File: config.mk
export PLATFORM = sky130hd
export DESIGN_NAME = spi_xfer_scheduler
export DESIGN_NICKNAME = d
export VERILOG_FILES = /design/src/rtl/spi_xfer_scheduler.sv
export SDC_FILE = /design/constraint.sdc
export NUM_CORES = 1
export LEC_CHECK = 0
export ABC_AREA = 1
export BUFFER_PORTS_ARGS = -buffer_cell sky130_fd_sc_hd__buf_2
export CAP_MARGIN = 10
export CORE_MARGIN = 4
export CORE_UTILIZATION = 56
export CTS_BUF_LIST = sky130_fd_sc_hd__clkbuf_16
export DETAILED_ROUTE_END_ITERATION = 10
export PLACE_DENSITY_LB_ADDON = 0.12
export SLEW_MARGIN = 20
export SYNTH_ARGS = -nofsm -noshare
export SYNTH_HDL_FRONTEND = slang
export SYNTH_SLANG_ARGS = --single-unit
File: constraint.sdc
create_clock -name PCLK -period 2.2 [get_ports PCLK]
set_input_delay 0.22 -clock PCLK [delete_from_list [all_inputs] [get_ports PCLK]]
set_output_delay 0.22 -clock PCLK [all_outputs]
set_load 0.1 [all_outputs]
File: src/rtl/spi_xfer_scheduler.sv
// APB master that configures an SPI slave once, then serves two requesters
// round-robin: write data, wait for the SPI interrupt, read the received byte.
module spi_xfer_scheduler #(
  parameter logic [7:0] CTRL_VAL = 8'hB7,
  parameter logic [7:0] BAUD_VAL = 8'h84,
  parameter int         TIMEOUT  = 255
) (
  input  logic       PCLK,
  input  logic       PRESET_n,
  input  logic [1:0] req_i,
  input  logic [7:0] req0_data_i,
  input  logic [7:0] req1_data_i,
  output logic [1:0] gnt_o,
  output logic [1:0] done_o,
  output logic [7:0] rdata_o,
  output logic       err_o,
  output logic       PSEL_o,
  output logic       PENABLE_o,
  output logic       PWRITE_o,
  output logic [2:0] PADDR_o,
  output logic [7:0] PWDATA_o,
  input  logic [7:0] PRDATA_i,
  input  logic       PREADY_i,
  input  logic       PSLVERR_i,
  input  logic       spi_irq_i
);

  typedef enum logic [2:0] {
    CFG_CTRL,
    CFG_BAUD,
    IDLE,
    WR_DATA,
    WAIT_IRQ,
    RD_DATA,
    DONE
  } state_t;

  localparam logic [7:0] TO_LAST = 8'(TIMEOUT - 1);

  state_t     state_q, state_n;
  logic       acc_q, acc_n;
  logic       run_q;
  logic [7:0] cnt_q, cnt_n;
  logic [1:0] gnt_q, gnt_n;
  logic       ptr_q, ptr_n;
  logic [7:0] wdata_q, wdata_n;
  logic [7:0] rdata_q, rdata_n;
  logic       err_q, err_n;

  logic       apb;
  logic       fin;
  logic [1:0] pick;

  always_ff @(posedge PCLK or negedge PRESET_n) begin
    if (!PRESET_n) begin
      state_q <= CFG_CTRL;
      acc_q   <= 1'b0;
      run_q   <= 1'b0;
      cnt_q   <= 8'd0;
      gnt_q   <= 2'b00;
      ptr_q   <= 1'b0;
      wdata_q <= 8'd0;
      rdata_q <= 8'd0;
      err_q   <= 1'b0;
    end else begin
      state_q <= state_n;
      acc_q   <= acc_n;
      run_q   <= 1'b1;
      cnt_q   <= cnt_n;
      gnt_q   <= gnt_n;
      ptr_q   <= ptr_n;
      wdata_q <= wdata_n;
      rdata_q <= rdata_n;
      err_q   <= err_n;
    end
  end

  // run_q holds off the first SETUP so the bus is idle while in reset
  assign apb = run_q &&
               (state_q == CFG_CTRL || state_q == CFG_BAUD ||
                state_q == WR_DATA  || state_q == RD_DATA);
  assign fin = acc_q & PREADY_i;

  always_comb begin
    pick = 2'b00;
    if (req_i == 2'b11) pick = ptr_q ? 2'b10 : 2'b01;
    else                pick = req_i;
  end

  always_comb begin
    state_n = state_q;
    acc_n   = acc_q;
    cnt_n   = cnt_q;
    gnt_n   = gnt_q;
    ptr_n   = ptr_q;
    wdata_n = wdata_q;
    rdata_n = rdata_q;
    err_n   = err_q;
    if (apb) begin
      if (!acc_q)        acc_n = 1'b1;
      else if (PREADY_i) acc_n = 1'b0;
    end
    unique case (state_q)
      CFG_CTRL: begin
        if (fin) state_n = PSLVERR_i ? CFG_CTRL : CFG_BAUD;
      end
      CFG_BAUD: begin
        if (fin) state_n = PSLVERR_i ? CFG_CTRL : IDLE;
      end
      IDLE: begin
        if (|req_i) begin
          gnt_n   = pick;
          wdata_n = pick[1] ? req1_data_i : req0_data_i;
          ptr_n   = pick[0];
          err_n   = 1'b0;
          state_n = WR_DATA;
        end
      end
      WR_DATA: begin
        if (fin) begin
          if (PSLVERR_i) begin
            err_n   = 1'b1;
            state_n = DONE;
          end else begin
            cnt_n   = 8'd0;
            state_n = WAIT_IRQ;
          end
        end
      end
      WAIT_IRQ: begin
        if (spi_irq_i) begin
          state_n = RD_DATA;
        end else if (cnt_q == TO_LAST) begin
          err_n   = 1'b1;
          state_n = DONE;
        end else begin
          cnt_n = cnt_q + 8'd1;
        end
      end
      RD_DATA: begin
        if (fin) begin
          if (PSLVERR_i) err_n = 1'b1;
          else           rdata_n = PRDATA_i;
          state_n = DONE;
        end
      end
      DONE: begin
        gnt_n   = 2'b00;
        state_n = IDLE;
      end
      default: state_n = CFG_CTRL;
    endcase
  end

  always_comb begin
    PADDR_o  = 3'b000;
    PWDATA_o = 8'd0;
    if (apb) begin
      unique case (state_q)
        CFG_CTRL: PWDATA_o = CTRL_VAL;
        CFG_BAUD: begin
          PADDR_o  = 3'b010;
          PWDATA_o = BAUD_VAL;
        end
        WR_DATA: begin
          PADDR_o  = 3'b101;
          PWDATA_o = wdata_q;
        end
        RD_DATA: PADDR_o = 3'b101;
        default: PADDR_o = 3'b000;
      endcase
    end
  end

  assign PSEL_o    = apb;
  assign PENABLE_o = apb & acc_q;
  assign PWRITE_o  = apb & (state_q != RD_DATA);
  assign gnt_o     = (state_q == IDLE) ? pick : gnt_q;
  assign done_o    = (state_q == DONE) ? gnt_q : 2'b00;
  assign err_o     = (state_q == DONE) & err_q;
  assign rdata_o   = rdata_q;

endmodule

## After elaboration in Yosys (flattened, before gate mapping)

Index checks and enable logic that the tools add are counted.

- Input port bits: 31
- Bits in registers: 33
- Output and inout port bits: 27

- Add/subtract/negate cells: 1
- Reductions and logical operators: 16
- Equal/unequal tests: 21
- Mux-type cells: 35
- Bitwise logic cells: 5

Operators by type and width:

| cell | number |
|---|---|
| 8-bit two-way mux | 6 |
| 3-bit two-way mux | 8 |
| 8-bit one-hot mux with 3 select lines | 1 |
| 3-bit one-hot mux with 7 select lines | 1 |
| 2-bit != test, second input constant | 9 |
| 8-bit one-hot mux with 2 select lines | 1 |
| 2-bit two-way mux | 7 |
| 6-bit AND reduction | 2 |
| 3-bit equality test, second input constant | 3 |
| 8-bit by 1-bit adder with 8-bit output, second input constant | 1 |
| 8-bit equality test, second input constant | 1 |
| 1-bit two-way mux | 8 |
| 3-bit by 2-bit equality test with 1-bit output, second input constant | 2 |
| 3-bit != test, second input constant | 2 |
| 3-bit one-hot mux with 2 select lines | 1 |
| 5-bit AND reduction | 1 |
| 1-bit AND | 4 |
| 2-bit by 1-bit != test with 1-bit output, second input constant | 2 |
| 2-bit one-hot mux with 2 select lines | 1 |
| 2-bit AND reduction | 2 |
| 2-bit nonzero test | 2 |
| 2-bit OR reduction | 2 |
| 3-bit by 1-bit equality test with 1-bit output, second input constant | 1 |
| 3-bit logical NOT | 1 |
| other kinds (7) | 9 |

## Logic depth before layout (Yosys ltp)

Gate-level depths: netlist of run 1.

- Depth in word-level cells: 6
- Depth in mapped cells: 10
- Gate-level depth less buffers: 10

## Worst setup path before layout of run 1

OpenSTA, ideal clock, no wires.

- Path kind: reg-to-output
- Start: register state_q[1]
- End: output port PWDATA_o[0]
- Data arrival time: 3.798 ns
- Buffers on the path: 1
- Path slack: -1.818 ns
- Cell stages (with the launch flop): 7
- Required time: 1.980 ns
- Path through: dfrtp_1 buf_6 nand2_4 nand2_1 nor2_1 inv_1 a21oi_1

- Longest elaborated chain between the ends: 6

RTL lines:

| element | line | text |
|---|---|---|
| start: declaration | 40 | `state_t state_q, state_n;` |
| start signal: assignment | 66 | `state_q <= state_n;` |
| 3-bit by 1-bit equality test with 1-bit output or 3-bit logical NOT (tied branches) | 80, 159 |  |
| 1-bit logical OR (2 in series) | 80 | `(state_q == CFG_CTRL \|\| state_q == CFG_BAUD \|\|` |
| 1-bit logical OR | 81 | `state_q == WR_DATA \|\| state_q == RD_DATA);` |
| 1-bit logical AND | 79 | `assign apb = run_q &&` |
| 8-bit two-way mux * | 158 | `if (apb) begin` |
| end: declaration | 21 | `output logic [7:0] PWDATA_o,` |

Mark *: on every way between the ends. The rest lies on a longest branch, timed or not.

## Worst setup path in the final report of run 1

- Start: register state_q[2]
- End: output port PADDR_o[2]

- Longest elaborated chain between the ends: 6

RTL lines:

| element | line | text |
|---|---|---|
| parallel branches: the longest is 5 deep, another holds 3-bit by 2-bit equality test with 1-bit output | - |  |
| 3-bit two-way mux * | 158 |  |
| end: declaration | 20 | `output logic [2:0] PADDR_o,` |

Every way passes the cells marked *.

==> results of run 1 <==
==> area by class of cell <==
cell class	count	area [sq um]
Fill cell	205	564.3
Timing Repair Buffer	60	550.5
Sequential cell	33	827.0
Inverter	32	121.4
Multi-Input combinational cell	191	1106
Clock buffer	5	125.1
Tap cell	46	57.56
Clock inverter	3	37.54
==> registers in the layout, indices dropped and copies added, names as in the netlist, 2 cells and up <==
signal and flops:
wdata_q 8, state_q 3, gnt_q 2, rdata_o 8, cnt_q 8
==> per-stage QoR <==
step / TNS, ps / cells / util / hold WS (ps)
after global placement: 0 / 362 / 0.7844 / 325.0
after floorplan: -2322 / 262 / - / -75.59
final: 0 / 370 / 0.8335 / 9.204
after CTS: 0 / 370 / 0.8331 / 37.67
after detailed placement: 0 / 362 / 0.7844 / 327.8
after global routing: -65.07 / 370 / 0.8335 / 83.27
==> power by group through the flow <==
stage / registers, mW / logic [mW] / clock network, mW
after floorplan: 1.39 / 1.74 / 0
after global placement: 0.995 / 2.79 / 0
after detailed placement: 1.00 / 2.82 / 0
after CTS: 1.00 / 2.84 / 0.760
after global routing: 1.03 / 2.99 / 0.792
final: 1.01 / 2.84 / 0.762
==> cell usage in the layout (no fill, tap or decap), types with 3 or more instances in the layout <==
| master | Yosys | final |
|---|---|---|
| a21oi_4 | 1 | 7 |
| buf_12 | 0 | 16 |
| buf_2 | 0 | 40 |
| buf_4 | 2 | 4 |
| clkbuf_16 | 0 | 5 |
| dfrtp_1 | 33 | 32 |
| inv_1 | 29 | 30 |
| nand2_1 | 81 | 81 |
| nand2_2 | 4 | 4 |
| nand3_1 | 17 | 17 |
| nand3_2 | 4 | 4 |
| nor2_1 | 21 | 16 |
| nor2_2 | 2 | 6 |
| nor2_4 | 4 | 5 |
| o21ai_0 | 15 | 13 |
| o21ai_1 | 6 | 6 |
| o21ai_2 | 1 | 3 |
| o22ai_1 | 4 | 4 |
| xor2_1 | 3 | 3 |
==> per-layer routing <==
metal / global-route usage / vias up
li1: - / 954
met1: 0.3087 / 908
met2: 0.4301 / 83
met3: 0.05824 / 15
met4: 0.1063 / 0
met5: 0 / -
==> worst paths after layout <==
path	from	to	slack (ps)
worst max-delay path	state_q[2]$_DFFE_PN0P_	PADDR_o[2]	80
worst min-delay path	PRESET_n	wdata_q[0]$_DFFE_PN0P_	9
worst max register to register	state_q[1]$_DFFE_PN0P_	state_q[0]$_DFFE_PN0P_	450
worst min register to register	rdata_o[7]$_DFFE_PN0P_	rdata_o[7]$_DFFE_PN0P_	460
max in group asynchronous	PRESET_n	state_q[0]$_DFFE_PN0P_	1680
min in group PCLK	PRDATA_i[0]	rdata_o[0]$_DFFE_PN0P_	170
==> what timing repair did <==
action	in CTS	in global routing
pin swaps	0	0
endpoints found under the setup margin	1	13
gates resized for setup	1	1
==> logic make-up (layout without fill, tap and decap cells) <==
logic type	after synthesis	after routing	synth area share
xor gates and xnor gates	4	4	0.01762
DFF	33	33	0.4154
other	1	1	0.001886
and+or+nand+nor	148	148	0.3631
adders and majority gates	2	2	0.01258
AOI/OAI and AO/OA	36	36	0.1020
buffers and inverters	38	100	0.08747
==> impl_metrics.py, run 1 <==
metrics = {
    "status": {
        "outcome": "complete, no violations",
    },
    "worst_setup_path": {
        "slowest_stage": "dfrtp_1",
        "cp_num_cells": 6,
        "crit_family": "simple AND/OR/NAND/NOR gates",
        "end_kind": "primary output",
        "critPathMostFrequentCell": "nand2_1",
        "worst_path_largest_cell_delay_ps": 500,
        "crit_path_max_fanout": 7,
        "path_cells": "inv_1 > nand2_1 > nand2_1 > nand2_1 > nor2_2 > buf_12",
        "r2r_cells": 6,
        "start_kind": "flop",
        "crit_buf_inv": 2,
        "cp_data_arrival_time_ps": 1900,
        "crit_required_ps": 1980,
        "critical_path_class": "flop to primary output",
    },
    "power_and_ir_drop": {
        "switching_share": 0.5412,
        "seq_power_share": 0.219,
        "cellPowerDensity_mw_per_mm2": 1631,
        "p_leak_nw": 1.409,
        "ir_drop_uv": 1519,
        "p_clk_frac": 0.165,
        "power.total_mw": 4.609,
        "combPwrFrac": 0.615,
        "p_sw_mw": 2.494,
        "power.internal_mw": 2.115,
    },
    "routing": {
        "drc": 0,
        "ant_nets": 0,
        "dr_wl_met3_microns": 382,
        "drt-initial-drc-count": 88,
        "route.vias.total": 1960,
        "wl_met1_microns": 2096,
        "wirelength_microns": 5159,
        "top_layer": "met4",
        "vias_per_cell": 5.297,
        "first_pass_iters": 4,
        "wl_met2_microns": 2588,
        "wl_per_cell_microns": 13.94,
    },
    "logic_synthesis": {
        "ys_ff_latch": 33,
        "syn-num-nets": 295,
        "synth.most_common_cell": "nand2_1",
        "syn_inst": 262,
        "synthFlopType": "dfrtp_1",
        "synth_top_area_cell": "dfrtp_1",
        "synthesis.area_sq_mm": 0.001988,
        "yosys-top-cells-area": "dfrtp_1, nand2_1, inv_1, nand3_1, nor2_1",
        "ys_types": 33,
        "synth_edf_count": 0,
        "yosysTopAreaCellShare": 0.4154,
        "yosys_warnings": 0,
        "netlist_top_cells_count": "nand2_1, dfrtp_1, inv_1",
        "syn_avg_cell_area_sq_um": 7.588,
        "synthArstFlopShare": 1.000,
        "seq_area_frac_synth": 0.4154,
    },
    "sta": {
        "final-setup-viol-count": 0,
        "clock_skew_ps": 2.913,
        "worstMarginPinSlew_ps": 735.0,
        "slew_viol_final": 0,
        "grt_setup_unrepaired": "yes",
        "finalHoldViolations": 0,
        "fin_crit_ps": 2117,
        "relSlewSlack": 0.5100,
        "setup_slack_ps": 83.10,
        "period_share": 0.9622,
        "clock.fmax_mhz": 472.4,
    },
    "place": {
        "dp_hpwl_microns": 3834,
        "port_buffers": 57,
        "dpl_worst_slack_ps": 316.5,
        "gp_congestion": 0.8544,
        "place_area_sq_mm": 0.002659,
    },
    "final_layout": {
        "insertedDiodeCount": 0,
        "drive_gt1_frac": 0.3333,
        "nets": 356,
        "fin_area_sq_mm": 0.002825,
        "syn2layout_area_growth_pct": 42.10,
    },
    "die": {
        "fp.dieW_microns": 67.59,
        "initial_core_util": 0.5866,
        "dieArea_sq_mm": 0.004568,
        "ios": 58,
        "design.core.area_sq_mm": 0.003390,
        "fp.dieH_microns": 67.59,
        "rows": 21,
    },
    "hold_path": {
        "hp-class": "input pin to asynchronous set/reset pin",
    },
    "global_route": {
        "grt_pass1_vias": 1986,
        "grt.total_usage": 0.2541,
        "grt.overflow.total": 0,
        "grt_max_degree": 34,
        "antenna_found_initial": 0,
        "grt_pass1_wl_microns": 8756,
    },
    "clock_network": {
        "postCtsSetupRepairBufs": 0,
        "clock_latency_ps": 280,
        "hold_buffers": 0,
        "cts.sinks": 33,
        "root_buffer": "clkbuf_16",
        "htree_levels": 2,
        "tritoncts": "built",
        "clockBufferDepth": 2,
        "cts_inserted_buffers": 5,
        "path_clk_slew_ps": 50,
    },
    "run": {
        "maxCapViolCount": 0,
    },
}
(Power assumes the default switching activity.)
==> run 2: changes to the inputs <==
- CORE_UTILIZATION: 56 -> 47
- clock period: 2.2 -> 1.9 ns (I/O delays scaled with it)
==> impl_metrics.py, run 2 (synthesized netlist as in run 1, its figures left out) <==
metrics = {
    "place": {
        "dp_cells": 369,
        "place_area_sq_mm": 0.002758,
        "dpl_worst_slack_ps": 170.9,
        "dp_hpwl_microns": 3781,
        "gp_congestion": 0.8585,
        "port_buffers": 57,
    },
    "routing": {
        "ant_nets": 0,
        "drt-initial-drc-count": 160,
        "wirelength_microns": 5558,
        "wl_per_cell_microns": 14.29,
        "vias_per_cell": 5.062,
        "first_pass_iters": 4,
        "drc": 0,
        "route.vias.total": 1969,
    },
    "sta": {
        "clock_skew_ps": 3.888,
        "fin_crit_ps": 1862,
        "slew_viol_final": 0,
        "clock.fmax_mhz": 537.2,
        "final-setup-viol-count": 0,
        "finalHoldViolations": 33,
        "period_share": 0.9798,
        "fin_hold_ws_ps": -21.61,
        "setup_slack_ps": 38.39,
        "finalSetupTns_ps": 0,
        "worstMarginPinSlew_ps": 750.8,
        "relSlewSlack": 0.4995,
    },
    "worst_setup_path": {
        "path_cells": "nand2_4 > nand2_4 > nor2_4 > clkinvlp_4 > buf_4 > a21oi_4 > buf_12",
        "end_kind": "primary output",
        "critPathMostFrequentCell": "nand2_4",
        "start_kind": "flop",
        "worst_path_largest_cell_delay_ps": 440,
        "critical_path_class": "flop to primary output",
        "r2r-start": "state_q[2]$_DFFE_PN0P_",
        "cp-startpoint": "state_q[1]$_DFFE_PN0P_",
        "cp_data_arrival_time_ps": 1670,
        "crit_path_max_fanout": 5,
        "crit_family": "buffers and inverters",
        "crit_buf_inv": 3,
        "crit_required_ps": 1710,
        "slowest_stage": "dfrtp_2",
    },
    "die": {
        "rows": 23,
        "initial_core_util": 0.4900,
        "design.core.area_sq_mm": 0.004058,
        "ios": 58,
        "fp.dieH_microns": 73.04,
        "fp.dieW_microns": 73.04,
        "dieArea_sq_mm": 0.005335,
    },
    "status": {
        "outcome": "complete, but fails checks",
        "violations": "hold timing",
    },
    "global_route": {
        "grt.overflow.total": 0,
        "grt_pass1_vias": 1948,
        "grt_max_degree": 34,
        "grt.total_usage": 0.2226,
        "antenna_found_initial": 0,
        "grt_pass1_wl_microns": 9149,
    },
    "clock_network": {
        "cts.sinks": 33,
        "htree_levels": 2,
        "root_buffer": "clkbuf_16",
        "hold_buffers": 0,
        "cts_inserted_buffers": 5,
        "tritoncts": "built",
        "path_clk_slew_ps": 50,
        "clockBufferDepth": 2,
        "clock_latency_ps": 280,
    },
    "power_and_ir_drop": {
        "ir_drop_uv": 1352,
        "cellPowerDensity_mw_per_mm2": 1865,
        "p_leak_nw": 1.510,
        "power.total_mw": 5.693,
    },
    "run": {
        "maxCapViolCount": 0,
    },
    "final_layout": {
        "fin_cells": 389,
        "fin_util": 0.7524,
        "final_common_cell": "nand2_1",
        "nets": 371,
        "final_cell_mix": "nand2_1, buf_2, dfrtp_1",
        "drive_gt1_frac": 0.4071,
        "syn2layout_area_growth_pct": 53.56,
        "insertedDiodeCount": 0,
        "fin_area_sq_mm": 0.003053,
    },
    "hold_path": {
        "hp-class": "input pin to asynchronous set/reset pin",
    },
}
-- run 2: cell types whose count changed in the layout (fill, tap and decap cells not counted), sizes merged --
cell      previous run  this run
inv                 32        31
buf                 60        75
clkinvlp             0         1
-- run 2: report_power, final --
group	switching (mW)	leakage, nW	internal (mW)	total, mW
clock network	0.285	0.0826	0.608	0.894
logic	2.58	1.00	1.09	3.67
registers	0.162	0.427	0.967	1.13
total	3.02	1.51	2.67	5.69
-- run 2: final timing paths --
path / endpoint / slack [ps] / cells past startpoint
min in group PCLK: rdata_o[7]$_DFFE_PN0P_ / 140 / 3
max in group asynchronous: state_q[1]$_DFFE_PN0P_ / 1390 / 1
worst max-delay path: PWDATA_o[0] / 40 / 7
worst min register to register: rdata_o[6]$_DFFE_PN0P_ / 460 / 2
worst max register to register: cnt_q[2]$_DFFE_PN0P_ / 190 / 10
worst min-delay path: wdata_q[0]$_DFFE_PN0P_ / -20 / 1
-- run 2: per-layer routing --
| metal | track usage | up-vias | share of wire |
|---|---|---|---|
| li1 | - | 984 | - |
| met1 | 0.2873 | 922 | 0.42 |
| met2 | 0.3565 | 50 | 0.51 |
| met3 | 0.05923 | 13 | 0.057 |
| met4 | 0.08197 | 0 | 0.019 |
| met5 | 0 | - | 0 |
-- run 2: timing repair --
item,CTS,global route
gates resized for setup,6,10
pin swaps,1,7
endpoints found under the setup margin,12,12
buffers inserted,5,7
hold endpoints to repair,0,0
-- run 2: layout make-up --
class                      instances  area [sq um]
sequential                        33         828.3
tap                               50         62.56
inverter                          32         127.6
timing repair buffer              75         709.4
fill                             290          1005
multi-input combinational        191          1162
clock inverter                     3         37.54
clock buffer                       5         125.1
-- run 2: worst register-to-register path, cell delays in order, from the launching register on --
cell	delay, ps
dfrtp_2	450
buf_6	140
buf_4	150
nor2_4	200
buf_4	140
buf_4	100
nand2_1	130
nand2_2	130
nor2_4	50
nand2_1	60
nand2_1	50
